File: src/rtl/damage_accum_if.sv
// Controller-side bundle for the damage accumulator: Start/Ack handshake,
// attack/alive/armour operands and the per-side totals that come back.
interface damage_accum_if #(
    parameter int NUM_SLOTS = 16,
    parameter int ATK_W     = 8,
    parameter int SUM_W     = 12
);
    logic                       start_i;
    logic                       ack_i;
    logic [NUM_SLOTS*ATK_W-1:0] unit_attack_i;
    logic [NUM_SLOTS*ATK_W-1:0] enemy_attack_i;
    logic [NUM_SLOTS-1:0]       unit_alive_i;
    logic [NUM_SLOTS-1:0]       enemy_alive_i;
    logic [ATK_W-1:0]           unit_armor_i;
    logic [ATK_W-1:0]           enemy_armor_i;
    logic [SUM_W-1:0]           total_unit_damage_o;
    logic [SUM_W-1:0]           total_enemy_damage_o;
    logic                       unit_overflow_o;
    logic                       enemy_overflow_o;
    logic                       busy_o;
    logic                       done_o;

    modport master (
        output start_i, ack_i,
        output unit_attack_i, enemy_attack_i,
        output unit_alive_i, enemy_alive_i,
        output unit_armor_i, enemy_armor_i,
        input  total_unit_damage_o, total_enemy_damage_o,
        input  unit_overflow_o, enemy_overflow_o,
        input  busy_o, done_o
    );

    modport slave (
        input  start_i, ack_i,
        input  unit_attack_i, enemy_attack_i,
        input  unit_alive_i, enemy_alive_i,
        input  unit_armor_i, enemy_armor_i,
        output total_unit_damage_o, total_enemy_damage_o,
        output unit_overflow_o, enemy_overflow_o,
        output busy_o, done_o
    );
endinterface

File: src/rtl/damage_accum.sv
// Two-side damage accumulator: snapshots all slots on Start, walks one slot
// per clock applying alive mask and armour, reports via Start/Done/Ack.
//
//   state  | meaning
//   IDLE   | waiting for Start; totals/flags hold the last run
//   SUM    | accumulating slot idx_q of the snapshot, both sides in parallel
//   DONE   | results stable; waiting for Ack
module damage_accum #(
    parameter int NUM_SLOTS = 16,
    parameter int ATK_W     = 8,
    parameter int SUM_W     = 12,
    parameter bit SATURATE  = 1'b1
) (
    input  logic          clk,
    input  logic          rst,
    damage_accum_if.slave bus
);
    localparam int                IDX_W    = (NUM_SLOTS > 1) ? $clog2(NUM_SLOTS) : 1;
    localparam logic [IDX_W-1:0]  LAST_IDX = IDX_W'(NUM_SLOTS - 1);
    localparam logic [SUM_W-1:0]  SUM_MAX  = '1;

    typedef enum logic [2:0] {
        S_IDLE = 3'b001,
        S_SUM  = 3'b010,
        S_DONE = 3'b100
    } state_e;

    state_e                              state_q;
    logic [IDX_W-1:0]                    idx_q;
    logic [NUM_SLOTS-1:0][ATK_W-1:0]     unit_atk_q;
    logic [NUM_SLOTS-1:0][ATK_W-1:0]     enemy_atk_q;
    logic [NUM_SLOTS-1:0]                unit_alive_q;
    logic [NUM_SLOTS-1:0]                enemy_alive_q;
    logic [ATK_W-1:0]                    unit_armor_q;
    logic [ATK_W-1:0]                    enemy_armor_q;
    logic [SUM_W-1:0]                    unit_total_q;
    logic [SUM_W-1:0]                    enemy_total_q;
    logic [SUM_W-1:0]                    unit_total_d;
    logic [SUM_W-1:0]                    enemy_total_d;
    logic                                unit_ovf_q;
    logic                                enemy_ovf_q;
    logic                                unit_ovf_d;
    logic                                enemy_ovf_d;
    logic [ATK_W-1:0]                    unit_eff;
    logic [ATK_W-1:0]                    enemy_eff;
    logic [SUM_W:0]                      unit_sum;
    logic [SUM_W:0]                      enemy_sum;

    // Armour at or above the attack yields zero rather than underflowing.
    function automatic logic [ATK_W-1:0] eff_f(
        input logic             alive,
        input logic [ATK_W-1:0] atk,
        input logic [ATK_W-1:0] armor
    );
        eff_f = (alive && (atk > armor)) ? (atk - armor) : '0;
    endfunction

    always_comb begin
        unit_eff  = eff_f(unit_alive_q[idx_q], unit_atk_q[idx_q], unit_armor_q);
        enemy_eff = eff_f(enemy_alive_q[idx_q], enemy_atk_q[idx_q], enemy_armor_q);

        unit_sum  = {1'b0, unit_total_q}  + {{(SUM_W + 1 - ATK_W){1'b0}}, unit_eff};
        enemy_sum = {1'b0, enemy_total_q} + {{(SUM_W + 1 - ATK_W){1'b0}}, enemy_eff};

        unit_ovf_d  = unit_ovf_q  | unit_sum[SUM_W];
        enemy_ovf_d = enemy_ovf_q | enemy_sum[SUM_W];

        unit_total_d  = unit_sum[SUM_W-1:0];
        enemy_total_d = enemy_sum[SUM_W-1:0];
        if (SATURATE && unit_sum[SUM_W]) begin
            unit_total_d = SUM_MAX;
        end
        if (SATURATE && enemy_sum[SUM_W]) begin
            enemy_total_d = SUM_MAX;
        end
    end

    always_ff @(posedge clk) begin
        if (rst) begin
            state_q       <= S_IDLE;
            idx_q         <= '0;
            unit_atk_q    <= '0;
            enemy_atk_q   <= '0;
            unit_alive_q  <= '0;
            enemy_alive_q <= '0;
            unit_armor_q  <= '0;
            enemy_armor_q <= '0;
            unit_total_q  <= '0;
            enemy_total_q <= '0;
            unit_ovf_q    <= 1'b0;
            enemy_ovf_q   <= 1'b0;
        end else begin
            case (state_q)
                S_IDLE: begin
                    if (bus.start_i) begin
                        unit_atk_q    <= bus.unit_attack_i;
                        enemy_atk_q   <= bus.enemy_attack_i;
                        unit_alive_q  <= bus.unit_alive_i;
                        enemy_alive_q <= bus.enemy_alive_i;
                        unit_armor_q  <= bus.unit_armor_i;
                        enemy_armor_q <= bus.enemy_armor_i;
                        unit_total_q  <= '0;
                        enemy_total_q <= '0;
                        unit_ovf_q    <= 1'b0;
                        enemy_ovf_q   <= 1'b0;
                        idx_q         <= '0;
                        state_q       <= S_SUM;
                    end
                end
                S_SUM: begin
                    unit_total_q  <= unit_total_d;
                    enemy_total_q <= enemy_total_d;
                    unit_ovf_q    <= unit_ovf_d;
                    enemy_ovf_q   <= enemy_ovf_d;
                    if (idx_q == LAST_IDX) begin
                        state_q <= S_DONE;
                    end else begin
                        idx_q <= idx_q + IDX_W'(1);
                    end
                end
                S_DONE: begin
                    // Start arriving with Ack is dropped; it must be re-raised in IDLE.
                    if (bus.ack_i) begin
                        state_q <= S_IDLE;
                    end
                end
                default: state_q <= S_IDLE;
            endcase
        end
    end

    assign bus.busy_o               = state_q[1];
    assign bus.done_o               = state_q[2];
    assign bus.total_unit_damage_o  = unit_total_q;
    assign bus.total_enemy_damage_o = enemy_total_q;
    assign bus.unit_overflow_o      = unit_ovf_q;
    assign bus.enemy_overflow_o     = enemy_ovf_q;
endmodule

File: src/flat_wrapper.sv
// flat-port wrapper written by rule: the top's interface ports become plain ports
module damage_accum_flat 
#(
    parameter int NUM_SLOTS = 16,
    parameter int ATK_W     = 8,
    parameter int SUM_W     = 12,
    parameter bit SATURATE  = 1'b1
)
  (clk, rst, bus_start_i, bus_ack_i, bus_unit_attack_i, bus_enemy_attack_i, bus_unit_alive_i, bus_enemy_alive_i, bus_unit_armor_i, bus_enemy_armor_i, bus_total_unit_damage_o, bus_total_enemy_damage_o, bus_unit_overflow_o, bus_enemy_overflow_o, bus_busy_o, bus_done_o);
  damage_accum_if #(.NUM_SLOTS(NUM_SLOTS), .ATK_W(ATK_W), .SUM_W(SUM_W)) bus_i ();
  input  logic clk;
  input  logic rst;
  input wire logic [$bits(bus_i.start_i)-1:0] bus_start_i;
  input wire logic [$bits(bus_i.ack_i)-1:0] bus_ack_i;
  input wire logic [$bits(bus_i.unit_attack_i)-1:0] bus_unit_attack_i;
  input wire logic [$bits(bus_i.enemy_attack_i)-1:0] bus_enemy_attack_i;
  input wire logic [$bits(bus_i.unit_alive_i)-1:0] bus_unit_alive_i;
  input wire logic [$bits(bus_i.enemy_alive_i)-1:0] bus_enemy_alive_i;
  input wire logic [$bits(bus_i.unit_armor_i)-1:0] bus_unit_armor_i;
  input wire logic [$bits(bus_i.enemy_armor_i)-1:0] bus_enemy_armor_i;
  output wire logic [$bits(bus_i.total_unit_damage_o)-1:0] bus_total_unit_damage_o;
  output wire logic [$bits(bus_i.total_enemy_damage_o)-1:0] bus_total_enemy_damage_o;
  output wire logic [$bits(bus_i.unit_overflow_o)-1:0] bus_unit_overflow_o;
  output wire logic [$bits(bus_i.enemy_overflow_o)-1:0] bus_enemy_overflow_o;
  output wire logic [$bits(bus_i.busy_o)-1:0] bus_busy_o;
  output wire logic [$bits(bus_i.done_o)-1:0] bus_done_o;
  assign bus_i.start_i = bus_start_i;
  assign bus_i.ack_i = bus_ack_i;
  assign bus_i.unit_attack_i = bus_unit_attack_i;
  assign bus_i.enemy_attack_i = bus_enemy_attack_i;
  assign bus_i.unit_alive_i = bus_unit_alive_i;
  assign bus_i.enemy_alive_i = bus_enemy_alive_i;
  assign bus_i.unit_armor_i = bus_unit_armor_i;
  assign bus_i.enemy_armor_i = bus_enemy_armor_i;
  assign bus_total_unit_damage_o = bus_i.total_unit_damage_o;
  assign bus_total_enemy_damage_o = bus_i.total_enemy_damage_o;
  assign bus_unit_overflow_o = bus_i.unit_overflow_o;
  assign bus_enemy_overflow_o = bus_i.enemy_overflow_o;
  assign bus_busy_o = bus_i.busy_o;
  assign bus_done_o = bus_i.done_o;
  damage_accum #(.NUM_SLOTS(NUM_SLOTS), .ATK_W(ATK_W), .SUM_W(SUM_W), .SATURATE(SATURATE)) u_core (.clk(clk), .rst(rst), .bus(bus_i));
endmodule
File: config.mk
export PLATFORM = sky130hd
export DESIGN_NAME = damage_accum_flat
export DESIGN_NICKNAME = d
export VERILOG_FILES = /design/src/rtl/damage_accum_if.sv /design/src/rtl/damage_accum.sv /design/src/flat_wrapper.sv
export SDC_FILE = /design/constraint.sdc
export NUM_CORES = 1
export LEC_CHECK = 0
export ABC_AREA = 1
export BUFFER_PORTS_ARGS = -buffer_cell sky130_fd_sc_hd__buf_2
export CAP_MARGIN = 20
export CORE_AREA = 3 3 174 176
export CTS_CLUSTER_SIZE = 14
export DETAILED_ROUTE_END_ITERATION = 12
export DIE_AREA = 0 0 177 179
export PLACE_DENSITY = 0.79
export REMOVE_ABC_BUFFERS = 1
export SYNTH_ARGS = -nofsm -noshare
export SYNTH_HDL_FRONTEND = slang
export SYNTH_SLANG_ARGS = --single-unit
File: constraint.sdc
create_clock -name clk -period 5 [get_ports clk]
set_clock_uncertainty 0.2 [all_clocks]
set_input_delay 1 -clock clk [delete_from_list [all_inputs] [get_ports clk]]
set_output_delay 1 -clock clk [all_outputs]
set_load 0.02 [all_outputs]
==> impl_metrics.tcl <==
set metrics [dict create \
    cts-buffers-inserted 37 \
    antenna_found_initial 0 \
    drt_pass1_iterations 8 \
    status "complete, no violations" \
    cp_data_required_time_ns 5.22 \
    startpoint_type "flip-flop" \
    num_antenna_cells 0 \
    fmax_ghz 0.217 \
    end_kind "flip-flop" \
    root_buffer "clkbuf_16" \
    seqCellArea_um2 6750 \
    maxSlewHeadroom_pct 31.4 \
    gr-usage-all-layers_pct 27.0 \
    ys_top_cells_by_area "dfxtp_1 (42%), nor2_1 (18%), o21ai_0 (14%), nand2_1 (4.5%), o221ai_1 (2.6%)" \
    start_util_pct 55.2 \
    core_area_um2 28800 \
    ys_seq_area_share_pct 42.5 \
    post-dp-hpwl_um 31000 \
    crit_top_cell "nand2_1" \
    cpPeakStageDelay_ns 0.48 \
    drive_gt1_share_pct 17.1 \
    drt_iter0_drc 1298 \
    ys_warn_count 0 \
    drc 0 \
    die_w_um 177 \
    die-height_um 179 \
    die-area_um2 31700 \
    hold_buffers 0 \
    hold_violations 0 \
    cts_tree "yes" \
    ir_worst_vdd_v 0.000372 \
    wirelength_um 45300 \
    synth-async-reset-ratio_pct 0 \
    yosysTopAreaCell "dfxtp_1" \
    multiInputGateArea_um2 8060 \
    synth_common_cells "nor2_1 (766), o21ai_0 (436), dfxtp_1 (337)" \
    rsz0062_at_grt "no" \
    cts.path.max_buffers 3 \
    cts.sinks 337 \
    htreeDepth 2 \
    path_buf_inv 4 \
    synth_top_area_share_pct 42.5 \
    worstPathCellList "inv_6 -> buf_12 -> o21ai_0 -> o221ai_1 -> nand3_1 -> nand2_1 -> inv_1 -> ha_1 -> fa_1 -> o21ai_2 -> nand2_1 -> nand2_1 -> nand4_1 -> nor2_1 -> ha_1 -> fa_1 -> nand3_1 -> nand2_1 -> nand2_1 -> nand2_1 -> nand3_4 -> inv_1 -> nor2_1 -> a21oi_1" \
    clk_pin_slew_worst_paths_ns 0.06 \
    gp_congestion 0.929 \
    overflow 0 \
    crit_type "reg -> reg" \
    ant_nets 0 \
    setup_viol 0 \
    wire_per_inst_um 15.4 \
    io_pins 336 \
    clk_latency_ns 0.51 \
    layout.nets 2882 \
    vias_per_cell 5.46 \
    final-max-slew-violation-count 0 \
    synth_ff_type "dfxtp_1" \
    io_buffers 335 \
    syn_area_per_cell_um2 6.92 \
    synth_cell_types 35 \
    area_growth_pct 18.4 \
    cp_top_family "simple AND/OR/NAND/NOR gates" \
    synth_seq_cells 337 \
    synth-edff-count 0 \
    cp_max_fo 39 \
    totalPowerFinal_uw 8040 \
    min_period_ns 4.60 \
    vias 16046 \
    grt_start_max_net_pins 323 \
    min_path_type "reg -> reg" \
    grt_pass1_wl_um 70200 \
    r2r_setup_slack_ns 0.40 \
    p_leak_uw 0.00846 \
    tns_ns 0 \
    grt_pass1_vias 14760 \
    timing.final.crit_share_pct 92.1 \
    p_per_area_nw_per_um2 427 \
    synthCells 2298 \
    synth.most_common_cell "nor2_1" \
    drv_cap 0 \
    synth_area_um2 15900 \
    tightest_slew_ns 1.03 \
    rows 62 \
    nFillCells 2558 \
    crit_arrival_ns 4.83 \
    crit_slowest_cell "fa_1" \
]
[worst paths after layout]
check	from	to	depth (start not counted)
max	u_core.idx_q[0]$_SDFFE_PP0P_	u_core.bus.total_unit_damage_o[10]$_SDFFE_PP0P_	24
min	u_core.enemy_armor_q[5]$_SDFFE_PP0P_	u_core.enemy_armor_q[5]$_SDFFE_PP0P_	2
max reg2reg	u_core.idx_q[0]$_SDFFE_PP0P_	u_core.bus.total_unit_damage_o[10]$_SDFFE_PP0P_	24
min reg2reg	u_core.enemy_armor_q[5]$_SDFFE_PP0P_	u_core.enemy_armor_q[5]$_SDFFE_PP0P_	2
[cells by family (layout without fill, tap and decap cells)]
| family | after synthesis | in the layout | share of synthesized area [%] |
|---|---|---|---|
| adder cells (fa/ha/maj) | 37 | 37 | 3.10 |
| XOR/XNOR | 16 | 16 | 0.882 |
| AO/OA/AOI/OAI | 592 | 592 | 20.4 |
| buffers and inverters | 255 | 514 | 7.03 |
| flip-flops | 337 | 337 | 42.5 |
| AND/OR/NAND/NOR | 1061 | 1061 | 26.1 |
[per-stage QoR]
| stage | hold WS (ns) | setup WS, ns | instances | cell area [um2] | utilization, % |
|---|---|---|---|---|---|
| after floorplan | 0.235 | -3.26 | 2131 | 15100 | - |
| after CTS | 0.261 | 0.0726 | 2936 | 18800 | 65.2 |
| final | 0.260 | 0.396 | 2941 | 18800 | 65.4 |
| after global placement | 0.246 | 0.308 | 2877 | 17600 | 61.1 |
| after global routing | 0.274 | 0.00979 | 2941 | 18800 | 65.4 |
| after detailed placement | 0.253 | 0.132 | 2877 | 17600 | 61.1 |
[where the power goes]
part	internal [uW]	total (uW)	switching, uW
clock	1600	2650	1060
sequential	3150	3390	248
combinational	736	1990	1260
[layer usage]
layer  wire length [um]  track usage (%)  vias to the layer above
met3               3430             5.15                      101
met4               1340             8.94                        0
met2              21800             47.0                      593
met1              18700             33.8                     7272
met5                  0                0                        -
li1                   -                -                     8080
[sequential cells by signal (all words and copies together) (netlist names)]
name	count
u_core.bus.enemy_overflow_o	1
u_core.idx_q	4
u_core.unit_alive_q	16
u_core.bus.total_enemy_damage_o	12
u_core.bus.total_unit_damage_o	12
u_core.unit_armor_q	8
u_core.enemy_alive_q	16
u_core.state_q	3
u_core.unit_atk_q	128
u_core.enemy_atk_q	128
u_core.enemy_armor_q	8
u_core.bus.unit_overflow_o	1
[cell type report]
type / instances / area share [%]
inverters: 88 / 1.85
multi-input cells: 1706 / 42.8
repair buffers: 367 / 10.7
clock buffers: 48 / 5.46
well taps: 384 / 2.55
clock inverters: 11 / 0.751
flip-flops and latches: 337 / 35.9
[what timing repair did]
item / 4_1_cts / 5_1_grt
buffers inserted: 0 / 5
setup endpoints to repair: 0 / 25
resized for setup: 0 / 7
[worst min-delay path, delay by kind of cell (launching register included)]
family                 cells  cell delay [ns]
buffers and inverters      1             0.06
AOI/OAI and AO/OA          1             0.06
DFF                        1             0.29
[layout by cell type, fill, tap and decap left out, types with 2 or more instances in the layout]
cell type  netlist  layout
nor2_1         766     766
o21ai_0        436     435
buf_2           50     335
dfxtp_1        337     334
nand2_1        189     189
inv_1           83      82
nand3_1         83      82
a21oi_1         48      48
o221ai_1        48      48
clkbuf_16        0      37
ha_1            33      33
buf_4            4      24
a31oi_1         16      16
o22ai_1         16      16
o211ai_1        16      16
xor2_1          13      13
nand4_1          9       9
nor3_1           7       7
clkbuf_8         0       6
buf_12           0       6
clkbuf_1       101       5
clkinv_2         0       5
o21ai_1          5       4
fa_1             4       4
inv_6            0       3
inv_2            4       3
xnor2_1          3       3
bufinv_16        0       3
o21bai_1         2       2
o21ai_2          0       2
a21o_1           2       2
nand3_4          0       2
a211oi_1         2       2
clkinv_4         0       2
dfxtp_2          0       2
Note: power is estimated with default switching activity, not from simulation.
